File: src/rtl/pri_arb_pkg.sv
// Shared constants, state encoding and width helper for the priority / round-robin arbiter.
package pri_arb_pkg;

  localparam int PRI_FIXED = 0;
  localparam int PRI_RR    = 1;

  typedef enum logic {
    ST_IDLE = 1'b0,
    ST_BUSY = 1'b1
  } arb_state_t;

  // Index width that stays at least one bit wide for degenerate sizes.
  function automatic int idx_width(input int n);
    return (n > 1) ? $clog2(n) : 1;
  endfunction

endpackage

File: src/rtl/pri_pick_n.sv
// Combinational picker: first set request bit scanning downward from ptr, wrapping 0 -> N-1.
module pri_pick_n
  import pri_arb_pkg::*;
#(
  parameter  int N = 8,
  localparam int W = idx_width(N)
) (
  input  logic [N-1:0] req,
  input  logic [W-1:0] ptr,
  output logic [N-1:0] onehot,
  output logic [W-1:0] idx
);

  logic         found;
  logic [W-1:0] pos;
  int           p;

  always_comb begin
    onehot = '0;
    idx    = '0;
    found  = 1'b0;
    pos    = '0;
    p      = 0;
    for (int i = 0; i < N; i++) begin
      p = int'(ptr) - i;
      if (p < 0) p = p + N;
      pos = W'(p);
      if (!found && req[pos]) begin
        found       = 1'b1;
        onehot[pos] = 1'b1;
        idx         = pos;
      end
    end
  end

endmodule

File: src/rtl/pri_arb_rr.sv
// N-way arbiter with fixed or round-robin priority and an optional grant tenure limit.
//   state   | meaning
//   ST_IDLE | no owner, gnt == 0, idle == 1
//   ST_BUSY | owner held in gnt/gnt_id, hold_q counts its cycles
module pri_arb_rr
  import pri_arb_pkg::*;
#(
  parameter  int N        = 8,
  parameter  int RR       = PRI_RR,
  parameter  int MAX_HOLD = 0,
  localparam int W        = idx_width(N)
) (
  input  logic         clk,
  input  logic         rst,
  input  logic [N-1:0] req,
  output logic [N-1:0] gnt,
  output logic [W-1:0] gnt_id,
  output logic         idle
);

  localparam int             HW        = (MAX_HOLD > 2) ? $clog2(MAX_HOLD) : 1;
  localparam logic [HW-1:0]  HOLD_LAST = (MAX_HOLD > 0) ? HW'(MAX_HOLD - 1) : '0;
  localparam logic [W-1:0]   PTR_TOP   = W'(N - 1);

  arb_state_t    state_q, state_d;
  logic [W-1:0]  ptr_q, ptr_d;
  logic [HW-1:0] hold_q, hold_d;
  logic [N-1:0]  gnt_d;
  logic [W-1:0]  gnt_id_d;
  logic          idle_d;

  logic [N-1:0]  pick_req;
  logic [N-1:0]  pick_onehot;
  logic [W-1:0]  pick_idx;
  logic          owner_req;
  logic          others;
  logic          hold_hit;
  logic          do_grant;

  // Owner is masked out of the candidate set; in IDLE gnt is zero so this is plain req.
  assign pick_req  = req & ~gnt;
  assign owner_req = |(req & gnt);
  assign others    = |pick_req;
  assign hold_hit  = (MAX_HOLD > 0) && (hold_q == HOLD_LAST);

  pri_pick_n #(.N(N)) u_pick (
    .req    (pick_req),
    .ptr    (ptr_q),
    .onehot (pick_onehot),
    .idx    (pick_idx)
  );

  always_comb begin
    state_d  = state_q;
    gnt_d    = gnt;
    gnt_id_d = gnt_id;
    idle_d   = idle;
    ptr_d    = ptr_q;
    hold_d   = hold_q;
    do_grant = 1'b0;

    unique case (state_q)
      ST_IDLE: begin
        if (others) do_grant = 1'b1;
      end
      ST_BUSY: begin
        if (owner_req && !(hold_hit && others)) begin
          // Limit reached with nobody waiting: keep the owner and restart its tenure.
          hold_d = ((MAX_HOLD == 0) || hold_hit) ? '0 : hold_q + HW'(1);
        end else if (others) begin
          do_grant = 1'b1;
        end else begin
          state_d  = ST_IDLE;
          gnt_d    = '0;
          gnt_id_d = '0;
          idle_d   = 1'b1;
          hold_d   = '0;
        end
      end
      default: begin
        state_d = ST_IDLE;
      end
    endcase

    if (do_grant) begin
      state_d  = ST_BUSY;
      gnt_d    = pick_onehot;
      gnt_id_d = pick_idx;
      idle_d   = 1'b0;
      hold_d   = '0;
      if (RR == PRI_RR) ptr_d = (pick_idx == '0) ? PTR_TOP : pick_idx - W'(1);
      else              ptr_d = PTR_TOP;
    end
  end

  always_ff @(posedge clk) begin
    if (rst) begin
      state_q <= ST_IDLE;
      gnt     <= '0;
      gnt_id  <= '0;
      idle    <= 1'b1;
      ptr_q   <= PTR_TOP;
      hold_q  <= '0;
    end else begin
      state_q <= state_d;
      gnt     <= gnt_d;
      gnt_id  <= gnt_id_d;
      idle    <= idle_d;
      ptr_q   <= ptr_d;
      hold_q  <= hold_d;
    end
  end

endmodule

File: config.mk
export PLATFORM = sky130hd
export DESIGN_NAME = pri_arb_rr
export DESIGN_NICKNAME = d
export VERILOG_FILES = /design/src/rtl/pri_arb_pkg.sv /design/src/rtl/pri_pick_n.sv /design/src/rtl/pri_arb_rr.sv
export SDC_FILE = /design/constraint.sdc
export NUM_CORES = 1
export LEC_CHECK = 0
export BUFFER_PORTS_ARGS = -buffer_cell sky130_fd_sc_hd__buf_4
export CORE_MARGIN = 5
export CORE_UTILIZATION = 45
export CTS_BUF_LIST = sky130_fd_sc_hd__clkbuf_4
export DETAILED_ROUTE_END_ITERATION = 10
export PLACE_DENSITY = 0.7
export SLEW_MARGIN = 25
export SYNTH_ARGS = -nofsm -noshare
export SYNTH_HDL_FRONTEND = slang
export SYNTH_HIERARCHICAL = 1
export SYNTH_SLANG_ARGS = --single-unit
File: constraint.sdc
create_clock -name clk -period 5.7 [get_ports clk]
set_input_delay 0.855 -clock clk [delete_from_list [all_inputs] [get_ports clk]]
set_output_delay 0.855 -clock clk [all_outputs]
set_load 0.03 [all_outputs]
==> flow_summary_export.csv <==
group,metric,value,unit
outcome,status,"complete, no violations",
critical_path,setup.worst_path.start,"ptr_q[0]",
synthesis,synth_area,0.002172,sq mm
synthesis,ys_ff_latch,16,
sta,maxSlewHeadroom,45.78,%
sta,tns,0,ns
clocking,htree_num_levels,1,
die,core,0.004692,sq mm
sta,rsz0062_at_grt,"false",
clocking,clk_pin_slew,0.09,ns
die,fp-row-count,25,
critical_path,r2r_setup_slack,1.30,ns
die,dieArea,0.006316,sq mm
cells_and_area,syn2layout_area_growth,7.834,%
grt,grt_antenna_before_repair,0,
grt,grt_pass1_vias,1845,
detailed_routing,dr.pass1.iters,5,
clocking,clock_latency,0.28,ns
die,io_pins,22,
grt,grt_pass1_wl,9570,microns
synthesis,synth_area_per_cell,9.527,sq um
sta,period_needed,4.396,ns
grt,grt-ovfl-total,0,
sta,fin_crit_sh,77.12,%
placed_design,hpwl,4514,microns
clocking,cts_tree,"done",
synthesis,synthArstFlopShare,0,%
die,start_util,46.29,%
clocking,cts_sinks,16,
clocking,cts-root-buf,"clkbuf_4",
sta,worst_pin_slew,0.8107,ns
clocking,post_cts_resized,0,
critical_path,cp.required,5.91,ns
detailed_routing,routed_wl,5600,microns
sta,max_clock_freq,0.2275,GHz
synthesis,synth-warning-count,6,
placed_design,place.gp.congestion,0.8972,
run,max-cap-violations,0,
critical_path,start_kind,"flip-flop",
synthesis,synth_top_area_share,15.55,%
sta,hold_viol,0,
cells_and_area,antenna_cells,0,
synthesis,synth.most_common_cell,"dfxtp_1",
critical_path,rr_worst_depth,15,
synthesis,synth_common_cells,"dfxtp_1, inv_1, mux2i_1, mux4_2, nand2_1",
cells_and_area,drive_gt1_share,30.42,%
clocking,cts_hold_buf,0,
synthesis,synth_ff_type,"dfxtp_1",
detailed_routing,wl_per_cell,19.05,microns
synthesis,synth_nets,246,
critical_path,max_stage_delay,0.58,ns
detailed_routing,vias,1895,
critical_path,r2r-end,"ptr_q[2]",
critical_path,critPathSlowestCell,"ha_1",
critical_path,cp-end-kind,"flip-flop",
critical_path,r2r-start,"ptr_q[0]",
clocking,postCtsSetupBuffers,0,
critical_path,worstPathArrival,4.61,ns
cells_and_area,nNetsFinal,259,
detailed_routing,drtIter0Drc,218,
synthesis,yosysUniqueCellTypes,58,
sta,fin_worst_skew,0.003124,ns
die,die_w,79.48,microns
synthesis,synth-seq-area-share,14.75,%
critical_path,path_class,"reg -> reg",
detailed_routing,postRouteAntennaNets,0,
sta,drv_slew,0,
min_path,hold_class,"reg -> reg",
synthesis,yosys.area.top_type,"mux4_2",
synthesis,ys_top_cells_by_area,"mux4_2, dfxtp_1, o32ai_2",
die,die_y,79.48,microns
detailed_routing,viasPerCell,6.446,
sta,setup_violations,0,
clocking,numCtsBuffers,3,
cells_and_area,nFillCells,446,
clocking,cts_buffer_depth,2,
critical_path,endpoint,"ptr_q[2]",
critical_path,crit_chain,"buf_4 -> clkinv_1 -> ha_1 -> inv_2 -> mux4_2 -> nor4b_4 -> and3_1 -> nor2_1 -> nand3_1 -> nor2b_1 -> inv_1 -> ha_1 -> ha_1 -> nor2b_1 -> mux2i_1",
grt,grtUsageTotal,18.71,%
critical_path,crit_top_cell,"ha_1",
detailed_routing,post-route-drc-count,0,
placed_design,port_buffers,21,
synthesis,synth_edf_count,0,
grt,grt_max_degree,31,
critical_path,crit_fanout,28,
synthesis,syn_inst,228,
[per-stage QoR]
step	hold slack (ns)	area [sq um]	std cells	util [%]	setup slack (ns)
finish	0.5145	2342	294	49.92	1.304
global route	0.5443	2342	294	49.92	0.9981
CTS	0.5212	2342	294	49.92	1.302
detailed placement	0.4981	2316	290	49.36	1.341
global placement	0.4851	2316	290	49.36	1.441
floorplan	0.4847	2172	228	-	1.619
[layer usage]
layer / up-vias / track usage, % / part of all wire (%)
met3: 10 / 1.580 / 5.1
met5: - / 0 / 0
li1: 914 / - / -
met2: 57 / 30.97 / 50
met1: 914 / 26.14 / 43
met4: 0 / 4.639 / 1.4
[worst min path at each step]
stage,endpoint,cells after the start,start
final,gnt_id[1],2,gnt_id[1]
after global routing,gnt_id[2],2,gnt_id[2]
after CTS,gnt_id[1],2,gnt_id[1]
after detailed placement,idle,1,idle
after global placement,idle,1,idle
after floorplan,state_q,2,state_q
[worst max-delay path: cells and delay by family (launching register included)]
family / cells / cell delay (ns)
adders and majority gates: 3 / 1.03
DFF: 1 / 0.31
and+or+nand+nor: 6 / 1.23
muxes: 2 / 0.72
buffers and inverters: 4 / 1.03
[cells by family after synthesis]
| family | Yosys count | share of synthesized area [%] |
|---|---|---|
| multiplexers | 38 | 26.79 |
| buffers and inverters | 31 | 7.027 |
| XOR/XNOR | 4 | 1.613 |
| AO/OA/AOI/OAI | 54 | 24.60 |
| adder cells (fa/ha/maj) | 8 | 4.608 |
| flip-flops | 16 | 14.75 |
| AND/OR/NAND/NOR | 77 | 20.62 |
[layout by cell type (no fill, tap or decap), types with 2 or more instances in the layout]
cell type	instances
nand2_1	15
inv_1	15
nor2b_1	11
a22oi_1	2
clkbuf_4	3
nor4_2	2
a222oi_1	4
mux2i_1	15
mux2_2	7
o32ai_2	11
xnor2_1	2
ha_1	8
mux4_2	15
nor3_1	5
nand3_1	6
a22o_1	5
clkinv_1	2
nand2b_1	12
a21boi_1	4
xor2_1	2
nor4_1	4
a31o_1	3
dfxtp_1	16
a21oi_1	3
o21ai_0	4
nor2_1	12
buf_4	22
[flip-flops by register name, indices dropped and copies added, names as in the netlist]
name and cells:
gnt_id 3, idle 1, state_q 1, gnt 8, ptr_q 3
[area by class of cell]
cell class,instances,area [sq um],share of cell area [%]
clock buffer,3,22.52,0.9615
timing repair buffer,22,165.2,7.051
tap,54,67.56,2.885
multi-input combinational,181,1699,72.54
sequential,16,320.3,13.68
clock inverter,1,3.754,0.1603
inverter,17,63.81,2.724
Power is not shown: default switching activity piles up to over one toggle a cycle in this logic, so the estimate is an artifact.
